File: config.mk
export PLATFORM = sky130hd
export DESIGN_NAME = led_scan_controller
export DESIGN_NICKNAME = d
export VERILOG_FILES = /design/src/rtl/led_scan_pkg.sv /design/src/rtl/led_scan_controller_scan_timer.sv /design/src/rtl/led_scan_controller.sv
export SDC_FILE = /design/constraint.sdc
export NUM_CORES = 1
export LEC_CHECK = 0
export ABC_CLOCK_PERIOD_IN_PS = 2500
export CAP_MARGIN = 20
export CORE_UTILIZATION = 50
export DETAILED_ROUTE_END_ITERATION = 6
export GPL_TIMING_DRIVEN = 1
export HOLD_SLACK_MARGIN = 0.06
export PLACE_DENSITY = 0.81
export SYNTH_ARGS = -nofsm -noshare
export SYNTH_HDL_FRONTEND = slang
export SYNTH_SLANG_ARGS = --single-unit
File: constraint.sdc
create_clock -name CLOCK -period 2.5 [get_ports CLOCK]
set_input_delay 0.25 -clock CLOCK [delete_from_list [all_inputs] [get_ports CLOCK]]
set_output_delay 0.25 -clock CLOCK [all_outputs]
set_load 0.01 [all_outputs]
File: src/rtl/led_scan_pkg.sv
// Shared types and constants for the LED array row scanner.
package led_scan_pkg;

  typedef enum logic [1:0] {
    IDLE,
    BLANKING,
    SHOW
  } scan_state_t;

  localparam int FRAME_W  = 36;
  localparam int ROW_W    = 4;
  localparam int NUM_ROWS = 8;
  localparam logic [ROW_W-1:0] LAST_ROW = 4'd7;

  // Timer must hold the larger of DWELL-1 and BLANK-1; never narrower than 1 bit.
  function automatic int timer_width(input int dwell, input int blank);
    int m;
    m = (dwell > blank) ? dwell : blank;
    return (m <= 1) ? 1 : $clog2(m);
  endfunction

endpackage

File: src/rtl/led_scan_controller_scan_timer.sv
// Loadable down-counter shared by the blanking and show phases; load wins over run.
module scan_timer #(
  parameter int W = 10
) (
  input  logic         clk,
  input  logic         rst_n,
  input  logic         load,
  input  logic [W-1:0] load_val,
  input  logic         run,
  output logic         zero
);

  logic [W-1:0] count;

  always_ff @(posedge clk or negedge rst_n) begin
    if (!rst_n) begin
      count <= '0;
    end else if (load) begin
      count <= load_val;
    end else if (run && (count != '0)) begin
      count <= count - 1'b1;
    end
  end

  assign zero = (count == '0);

endmodule

File: src/rtl/led_scan_controller.sv
// Row scanner for the 8-row LED array: blank/show sequencing, double-buffered
// frame with valid/ready load and tear-free swap at the end of row 7.
module led_scan_controller
  import led_scan_pkg::*;
#(
  parameter int DWELL = 1024,
  parameter int BLANK = 16
) (
  input  logic               CLOCK,
  input  logic               RESET,
  input  logic               enable,
  input  logic [FRAME_W-1:0] frame_in,
  input  logic               frame_valid,
  output logic               frame_ready,
  output logic [FRAME_W-1:0] frame_out,
  output logic [ROW_W-1:0]   COUNT,
  output logic               blank,
  output logic               frame_start,
  output logic               swap_done,
  output scan_state_t        state
);

  localparam int TW = timer_width(DWELL, BLANK);
  localparam logic [TW-1:0] BLANK_LOAD = TW'(BLANK - 1);
  localparam logic [TW-1:0] DWELL_LOAD = TW'(DWELL - 1);

  // Handshake: a frame transfers on any edge where frame_valid and frame_ready
  // are both high; frame_ready is itself the shadow-empty flag, and the source
  // must hold frame_in/frame_valid while frame_ready is low.
  logic [FRAME_W-1:0] shadow;
  logic               tmr_load;
  logic               tmr_run;
  logic               tmr_zero;
  logic [TW-1:0]      tmr_val;

  scan_timer #(.W(TW)) u_timer (
    .clk      (CLOCK),
    .rst_n    (RESET),
    .load     (tmr_load),
    .load_val (tmr_val),
    .run      (tmr_run),
    .zero     (tmr_zero)
  );

  // Timer is reloaded on every state change so it never under-runs.
  always_comb begin
    tmr_load = 1'b0;
    tmr_val  = '0;
    tmr_run  = (state != IDLE);
    case (state)
      IDLE: begin
        if (enable) begin
          tmr_load = 1'b1;
          tmr_val  = BLANK_LOAD;
        end
      end
      BLANKING: begin
        if (!enable) begin
          tmr_load = 1'b1;
        end else if (tmr_zero) begin
          tmr_load = 1'b1;
          tmr_val  = DWELL_LOAD;
        end
      end
      SHOW: begin
        if (!enable) begin
          tmr_load = 1'b1;
        end else if (tmr_zero) begin
          tmr_load = 1'b1;
          tmr_val  = BLANK_LOAD;
        end
      end
      default: ;
    endcase
  end

  always_ff @(posedge CLOCK or negedge RESET) begin
    if (!RESET) begin
      state       <= IDLE;
      COUNT       <= '0;
      blank       <= 1'b1;
      frame_out   <= '0;
      frame_ready <= 1'b1;
      shadow      <= '0;
      frame_start <= 1'b0;
      swap_done   <= 1'b0;
    end else begin
      frame_start <= 1'b0;
      swap_done   <= 1'b0;
      if (frame_valid && frame_ready) begin
        shadow      <= frame_in;
        frame_ready <= 1'b0;
      end
      case (state)
        IDLE: begin
          blank <= 1'b1;
          COUNT <= '0;
          if (enable) state <= BLANKING;
        end
        BLANKING: begin
          if (!enable) begin
            state <= IDLE;
            COUNT <= '0;
            blank <= 1'b1;
          end else if (tmr_zero) begin
            state       <= SHOW;
            blank       <= 1'b0;
            frame_start <= (COUNT == '0);
          end
        end
        SHOW: begin
          if (!enable) begin
            state <= IDLE;
            COUNT <= '0;
            blank <= 1'b1;
          end else if (tmr_zero) begin
            state <= BLANKING;
            blank <= 1'b1;
            if (COUNT == LAST_ROW) begin
              COUNT <= '0;
              // A frame accepted on this same edge sees frame_ready=1 here and waits a frame.
              if (!frame_ready) begin
                frame_out   <= shadow;
                frame_ready <= 1'b1;
                swap_done   <= 1'b1;
              end
            end else begin
              COUNT <= COUNT + 1'b1;
            end
          end
        end
        default: state <= IDLE;
      endcase
    end
  end

endmodule

==> results of run 1 <==
==> repair_timing <==
item / in CTS / in global routing
hold buffers: 1 / 0
hold endpoints to repair: 50 / 0
endpoints found under the setup margin: 0 / 0
==> kinds of logic after synthesis <==
logic type / synth area share
adder cells (fa/ha/maj): 0.0240
AO/OA/AOI/OAI: 0.0960
buffers and inverters: 0.0357
multiplexers: 0.213
AND/OR/NAND/NOR: 0.0786
flip-flops: 0.553
==> final cells by class <==
type	instances	area share
Inverter	17	0.0119
Multi-Input combinational cell	181	0.320
Tap cell	102	0.0238
Clock buffer	11	0.0263
Clock inverter	5	0.00839
Timing Repair Buffer	96	0.181
Sequential cell	92	0.429
==> per-stage QoR <==
stage          instances  hold slack [ns]  setup WS (ns)  utilization
3_3_place_gp         487            0.315          0.236        0.656
6_report             504            0.438          0.110        0.681
5_1_grt              504            0.435        0.00208        0.681
2_1_floorplan        306          -0.0456          0.244            -
4_1_cts              504            0.427          0.119        0.681
3_5_place_dp         487            0.336          0.123        0.656
==> final timing paths <==
| path | start | end | slack, ns | cells after the start |
|---|---|---|---|---|
| max in group asynchronous | RESET | blank | 1.32 | 3 |
| hold / removal | frame_valid | frame_ready | 0.44 | 2 |
| hold reg to reg | blank | blank | 0.49 | 2 |
| setup / recovery | u_timer.count[0] | u_timer.count[0] | 0.11 | 6 |
| setup reg to reg | u_timer.count[0] | u_timer.count[0] | 0.11 | 6 |
| min in group asynchronous | RESET | frame_out[5] | 0.46 | 2 |
==> critical path, cell delays in order, from the launching register on <==
cell and delay, ns:
sky130_fd_sc_hd__dfrtp_1 0.45, sky130_fd_sc_hd__inv_1 0.11, sky130_fd_sc_hd__ha_1 0.18, sky130_fd_sc_hd__or4b_2 0.72
sky130_fd_sc_hd__o41ai_2 0.37, sky130_fd_sc_hd__nor4b_1 0.32, sky130_fd_sc_hd__a211oi_1 0.10
==> registers in the layout, summed over array words and instances (netlist names) <==
signal / flops
frame_out: 36
shadow: 36
u_timer.count: 10
COUNT: 4
state: 2
blank: 1
frame_ready: 1
frame_start: 1
swap_done: 1
==> report_power, final <==
group	switching [uW]	internal [uW]	total (uW)
Combinational	636	529	1160
Sequential	158	1620	1780
Clock	546	403	949
==> layer usage <==
layer | share of wire | global-route usage
met2 | 0.47 | 0.330
met5 | 0 | 0
met1 | 0.47 | 0.307
met4 | 0.012 | 0.0667
met3 | 0.051 | 0.0472
==> layout by cell type, fill, tap and decap left out, types with 3 or more instances in the layout <==
cell type                         Yosys  final
sky130_fd_sc_hd__or3_1                3      3
sky130_fd_sc_hd__o41ai_1              3      3
sky130_fd_sc_hd__clkdlybuf4s50_1      0     84
sky130_fd_sc_hd__buf_12               0      3
sky130_fd_sc_hd__o21ai_0             10     10
sky130_fd_sc_hd__o221a_2              4      4
sky130_fd_sc_hd__nand2_1              3      3
sky130_fd_sc_hd__o32ai_1              3      3
sky130_fd_sc_hd__a211oi_1             3      3
sky130_fd_sc_hd__ha_1                 8      8
sky130_fd_sc_hd__mux2_2              54     54
sky130_fd_sc_hd__a22o_1               3      3
sky130_fd_sc_hd__nor4_1               3      3
sky130_fd_sc_hd__nor3_1               3      3
sky130_fd_sc_hd__mux2_4              18     18
sky130_fd_sc_hd__or4_1                3      3
sky130_fd_sc_hd__buf_4                0      8
sky130_fd_sc_hd__dfrtp_1             90     90
sky130_fd_sc_hd__clkbuf_8             0     10
sky130_fd_sc_hd__inv_1               17     17
sky130_fd_sc_hd__nor2_1              13     13
==> impl_metrics.prom, run 1 <==
# TYPE chip_impl_metric gauge
chip_impl_metric{name="hold_violations",unit=""} 0
chip_impl_metric{name="final-max-slew-violation-count",unit=""} 0
chip_impl_metric{name="layout.area.seq",unit="um2"} 2300
chip_impl_metric{name="syn-instance-count",unit=""} 306
chip_impl_metric{name="top_level_ports",unit=""} 86
chip_impl_metric{name="dp_hpwl",unit="um"} 6180
chip_impl_metric{name="wirelength",unit="um"} 8710
chip_impl_metric{name="die_h",unit="um"} 93.3
chip_impl_metric{name="finalCriticalPeriod",unit="ns"} 2.39
chip_impl_metric{name="postCtsSetupRepairBufs",unit=""} 0
chip_impl_metric{name="grt_antenna_before_repair",unit=""} 0
chip_impl_info{name="clock_tree.root_cell",value="sky130_fd_sc_hd__clkbuf_8"} 1
chip_impl_metric{name="post_cts_resized",unit=""} 0
chip_impl_metric{name="fmax",unit="MHz"} 418
chip_impl_info{name="timing.hold.worst.class",value="in2reg"} 1
chip_impl_info{name="netlist_top_cells_count",value="sky130_fd_sc_hd__dfrtp_1 (90), sky130_fd_sc_hd__mux2_2 (54), sky130_fd_sc_hd__mux2_4 (18), sky130_fd_sc_hd__inv_1 (17), sky130_fd_sc_hd__nor2_1 (13)"} 1
chip_impl_info{name="post-synth-top-count-cell",value="sky130_fd_sc_hd__dfrtp_1"} 1
chip_impl_metric{name="portBuffers",unit=""} 85
chip_impl_info{name="worstSetupEndpointType",value="flip-flop"} 1
chip_impl_metric{name="relSlewSlack",unit=""} 0.554
chip_impl_metric{name="synth.yosys.warnings",unit=""} 0
chip_impl_metric{name="timing.setup.tns",unit="ns"} 0
chip_impl_metric{name="area_taken_by_multi_input_logic_gates",unit="um2"} 1720
chip_impl_info{name="cts_tree",value="built"} 1
chip_impl_metric{name="number_of_global_route_vias_before_repair",unit=""} 2832
chip_impl_metric{name="fillCellCount",unit=""} 576
chip_impl_metric{name="wl_per_cell",unit="um"} 17.3
chip_impl_metric{name="route.detailed.vias_per_inst",unit=""} 5.58
chip_impl_metric{name="synth.yosys.seq_area_share",unit=""} 0.553
chip_impl_metric{name="clkSlewWorstSetupHoldPaths",unit="ns"} 0.09
chip_impl_metric{name="clock_skew",unit="ns"} 0.0107
chip_impl_metric{name="worst_ir_drop_vdd",unit="mV"} 0.445
chip_impl_metric{name="gr-usage-all-layers",unit=""} 0.215
chip_impl_metric{name="synth_top_area_frac",unit=""} 0.540
chip_impl_metric{name="detail_route.iter0.violations",unit=""} 128
chip_impl_metric{name="syn-num-nets",unit=""} 354
chip_impl_metric{name="pin_count_of_the_biggest_net_entering_global_routing",unit=""} 53
chip_impl_metric{name="ys_seq_elements",unit=""} 92
chip_impl_metric{name="cts-htree-levels",unit=""} 3
chip_impl_metric{name="num_vias",unit=""} 2812
chip_impl_metric{name="data_arrival_critical_path",unit="ns"} 2.60
chip_impl_metric{name="globalRouteOverflowTotal",unit=""} 0
chip_impl_metric{name="antenna_cells",unit=""} 0
chip_impl_metric{name="worstSkewPairLatency",unit="ns"} 0.36
chip_impl_metric{name="final-setup-viol-count",unit=""} 0
chip_impl_metric{name="die_area",unit="um2"} 8710
chip_impl_metric{name="cts_inserted_buffers",unit=""} 9
chip_impl_metric{name="design_power_total",unit="uW"} 3900
chip_impl_metric{name="place.gp.congestion",unit=""} 0.944
chip_impl_info{name="setup.worst_path.start_class",value="flip-flop"} 1
chip_impl_metric{name="synth_enable_flop_cells",unit=""} 0
chip_impl_metric{name="drt_pre_antenna_iters",unit=""} 4
chip_impl_metric{name="remaining_drc_errors",unit=""} 0
chip_impl_metric{name="synthDistinctLibCells",unit=""} 57
chip_impl_metric{name="actual_transition_at_the_worst_max_transition_pin",unit="ns"} 0.669
chip_impl_metric{name="stdcell_area",unit="um2"} 5370
chip_impl_metric{name="syn_area",unit="um2"} 4170
chip_impl_metric{name="power_per_cell_area",unit="nW/um2"} 726
chip_impl_metric{name="min_period_over_period",unit=""} 0.956
chip_impl_info{name="grt_setup_unrepaired",value="false"} 1
chip_impl_metric{name="postPlaceCellArea",unit="um2"} 5170
chip_impl_metric{name="net_count_reported_at_finish",unit=""} 445
chip_impl_metric{name="initial_core_util",unit=""} 0.529
chip_impl_metric{name="rows",unit=""} 32
chip_impl_metric{name="total_leakage_power",unit="uW"} 0.00251
chip_impl_metric{name="syn_avg_cell_area",unit="um2"} 13.6
chip_impl_metric{name="cp.required",unit="ns"} 2.71
chip_impl_info{name="synth_top_area_cell",value="sky130_fd_sc_hd__dfrtp_1"} 1
chip_impl_metric{name="fp.dieW",unit="um"} 93.3
chip_impl_info{name="run_status",value="completed"} 1
chip_impl_metric{name="clock_sink_count",unit=""} 92
chip_impl_metric{name="first_pass_grt_wire_length",unit="um"} 14200
chip_impl_metric{name="placeableCoreArea",unit="um2"} 7890
chip_impl_metric{name="max_cap_viol_count",unit=""} 0
chip_impl_info{name="worstSetupPathType",value="reg2reg"} 1
chip_impl_metric{name="post_route_cells_drive_above_1_share",unit=""} 0.284
chip_impl_metric{name="async_set_reset_flop_share_out_of_synthesis",unit=""} 1.00
chip_impl_info{name="synth.top_cells.by_area",value="sky130_fd_sc_hd__dfrtp_1 (54%), sky130_fd_sc_hd__mux2_2 (15%), sky130_fd_sc_hd__mux2_4 (6.5%)"} 1
chip_impl_metric{name="ant_nets",unit=""} 0
chip_impl_metric{name="synthToLayoutAreaGrowth",unit="%"} 28.8
chip_impl_metric{name="cts_max_path_buffers",unit=""} 2
chip_impl_info{name="synth-main-ff-cell",value="sky130_fd_sc_hd__dfrtp_1"} 1
chip_impl_metric{name="critPathMaxFanout",unit=""} 6
Note: power is estimated with default switching activity, not from simulation.
==> run 2: changes to the inputs <==
Settings changed: TNS_END_PERCENT from default to 50.
==> results of run 2 <==
The final DEF is identical to that of run 1; final timing and power are the same.
==> run 3: changes to the inputs <==
Settings changed: REMOVE_ABC_BUFFERS from default to 1.
==> impl_metrics.prom, run 3 (synthesis results as in run 1) <==
# TYPE chip_impl_metric gauge
chip_impl_info{name="run_status",value="completed"} 1
chip_impl_metric{name="whs",unit="ns"} 0.0270
chip_impl_info{name="cpLargestDelayFamily",value="simple AND/OR/NAND/NOR gates"} 1
chip_impl_metric{name="antenna_cells",unit=""} 0
chip_impl_metric{name="p_seq_frac",unit=""} 0.433
chip_impl_metric{name="globalRouteOverflowTotal",unit=""} 0
chip_impl_metric{name="portBuffers",unit=""} 85
chip_impl_metric{name="fillCellCount",unit=""} 582
chip_impl_metric{name="max_cap_viol_count",unit=""} 0
chip_impl_metric{name="number_of_global_route_vias_before_repair",unit=""} 2881
chip_impl_metric{name="die_h",unit="um"} 93.3
chip_impl_info{name="clock_tree.root_cell",value="sky130_fd_sc_hd__clkbuf_8"} 1
chip_impl_metric{name="timing.reg2reg.worst_path_depth",unit=""} 7
chip_impl_metric{name="worstSkewPairLatency",unit="ns"} 0.36
chip_impl_info{name="worst_path_max_delay_cell",value="sky130_fd_sc_hd__or4_4"} 1
chip_impl_metric{name="post_layout_nonfiller_instances",unit=""} 501
chip_impl_metric{name="data_arrival_critical_path",unit="ns"} 2.60
chip_impl_metric{name="dp_hpwl",unit="um"} 5800
chip_impl_metric{name="comb_power_share",unit=""} 0.271
chip_impl_info{name="worstSetupPathType",value="reg2reg"} 1
chip_impl_metric{name="path_depth",unit=""} 7
chip_impl_metric{name="postCtsSetupRepairBufs",unit=""} 0
chip_impl_metric{name="critPathMaxFanout",unit=""} 38
chip_impl_metric{name="route.detailed.vias_per_inst",unit=""} 5.58
chip_impl_metric{name="cts-htree-levels",unit=""} 3
chip_impl_metric{name="clkSlewWorstSetupHoldPaths",unit="ns"} 0.09
chip_impl_metric{name="cts_inserted_buffers",unit=""} 9
chip_impl_metric{name="post_route_cells_drive_above_1_share",unit=""} 0.281
chip_impl_metric{name="hold_violations",unit=""} 0
chip_impl_metric{name="first_pass_grt_wire_length",unit="um"} 13900
chip_impl_metric{name="pin_count_of_the_biggest_net_entering_global_routing",unit=""} 80
chip_impl_metric{name="initial_core_util",unit=""} 0.529
chip_impl_metric{name="clock_skew",unit="ns"} 0.00739
chip_impl_metric{name="finalCriticalPeriod",unit="ns"} 2.35
chip_impl_metric{name="fp.dieW",unit="um"} 93.3
chip_impl_metric{name="die_area",unit="um2"} 8710
chip_impl_info{name="grt_setup_unrepaired",value="false"} 1
chip_impl_metric{name="num_vias",unit=""} 2795
chip_impl_info{name="final_common_cell",value="sky130_fd_sc_hd__dfrtp_1"} 1
chip_impl_info{name="setup.worst_path.start_class",value="flip-flop"} 1
chip_impl_info{name="largestRegisters",value="frame_out: 36 flops, shadow: 36 flops, u_timer.count: 10 flops"} 1
chip_impl_metric{name="ant_nets",unit=""} 0
chip_impl_metric{name="cts_max_path_buffers",unit=""} 2
chip_impl_metric{name="timing.setup.tns",unit="ns"} 0
chip_impl_metric{name="detail_route.iter0.violations",unit=""} 119
chip_impl_metric{name="gr-usage-all-layers",unit=""} 0.208
chip_impl_metric{name="power_per_cell_area",unit="nW/um2"} 766
chip_impl_metric{name="sw_frac_of_total",unit=""} 0.319
chip_impl_metric{name="actual_transition_at_the_worst_max_transition_pin",unit="ns"} 0.966
chip_impl_metric{name="drt_pre_antenna_iters",unit=""} 4
chip_impl_metric{name="grt_antenna_before_repair",unit=""} 0
chip_impl_metric{name="fmax",unit="MHz"} 426
chip_impl_info{name="timing.hold.worst.class",value="in2async"} 1
chip_impl_info{name="worstPathCellList",value="inv_1 > ha_1 > nor4b_4 > nand3_2 > or4_4 > buf_12 > mux2_4"} 1
chip_impl_metric{name="net-switching-power",unit="uW"} 1320
chip_impl_metric{name="final-max-slew-violation-count",unit=""} 0
chip_impl_info{name="worstSetupEndpointType",value="flip-flop"} 1
chip_impl_metric{name="placeableCoreArea",unit="um2"} 7890
chip_impl_metric{name="wirelength",unit="um"} 8380
chip_impl_metric{name="wl_per_cell",unit="um"} 16.7
chip_impl_metric{name="p_int",unit="uW"} 2810
chip_impl_metric{name="final-setup-viol-count",unit=""} 0
chip_impl_metric{name="total_leakage_power",unit="uW"} 0.00252
chip_impl_metric{name="min_period_over_period",unit=""} 0.939
chip_impl_metric{name="place.gp.congestion",unit=""} 0.929
chip_impl_info{name="final_cell_mix",value="sky130_fd_sc_hd__dfrtp_1 (90), sky130_fd_sc_hd__clkdlybuf4s50_1 (84), sky130_fd_sc_hd__mux2_2 (54), sky130_fd_sc_hd__mux2_4 (18), sky130_fd_sc_hd__inv_1 (17)"} 1
chip_impl_metric{name="place_ws",unit="ns"} 0.176
chip_impl_metric{name="cp.required",unit="ns"} 2.75
chip_impl_metric{name="clock_power_share",unit=""} 0.296
chip_impl_metric{name="holdBufCountCts",unit=""} 0
chip_impl_metric{name="setup_ws",unit="ns"} 0.152
chip_impl_metric{name="remaining_drc_errors",unit=""} 0
chip_impl_metric{name="top_level_ports",unit=""} 86
chip_impl_metric{name="synthToLayoutAreaGrowth",unit="%"} 29.0
chip_impl_metric{name="post_cts_resized",unit=""} 0
chip_impl_metric{name="relSlewSlack",unit=""} 0.356
chip_impl_metric{name="net_count_reported_at_finish",unit=""} 442
chip_impl_metric{name="critPathMaxStageDelay",unit="ns"} 0.55
chip_impl_metric{name="rows",unit=""} 32
chip_impl_metric{name="cp_num_buf_inv",unit=""} 2
chip_impl_metric{name="clock_sink_count",unit=""} 92
chip_impl_info{name="cts_tree",value="built"} 1
chip_impl_metric{name="post-place-cells",unit=""} 485
chip_impl_metric{name="worst_ir_drop_vdd",unit="mV"} 0.449
## run 3: cell type report
class / count / area (um2) / share of cell area
Multi-Input combinational cell: 181 / 1720 / 0.319
Timing Repair Buffer: 93 / 921 / 0.171
Tap cell: 102 / 128 / 0.0237
Clock buffer: 10 / 128 / 0.0237
Clock inverter: 6 / 119 / 0.0221
Sequential cell: 92 / 2300 / 0.428
Inverter: 17 / 63.8 / 0.0119
## run 3: power by group through the flow
stage	Clock (uW)	Combinational, uW	Sequential [uW]
2_1_floorplan	0	763	1790
3_5_place_dp	0	1100	1810
5_1_grt	1300	1220	1810
6_report	1220	1120	1790
3_3_place_gp	0	1070	1800
4_1_cts	1230	1100	1780
## run 3: path summary, 6_finish.rpt
path	startpoint	to	slack (ns)
min in group CLOCK	frame_valid	frame_ready	0.47
setup / recovery	u_timer.count[0]	frame_out[3]	0.15
hold reg to reg	blank	blank	0.49
setup reg to reg	u_timer.count[0]	frame_out[3]	0.15
hold / removal	RESET	frame_out[4]	0.03
max in group asynchronous	RESET	shadow[29]	1.74
## run 3: layer usage
layer  wire (um)  vias up  global-route usage
met5           0        -                   0
met4         143        0              0.0885
met3         415       13              0.0358
met2        3940       84               0.319
met1        3880     1398               0.291
li1            -     1300                   -
## run 3: stage by stage
step	total power, uW	area [um2]	utilization
6_report	4120	5380	0.682
5_1_grt	4330	5380	0.682
4_1_cts	4120	5380	0.682
3_5_place_dp	2910	5130	0.651
3_3_place_gp	2870	5130	0.651
2_1_floorplan	2560	4090	-
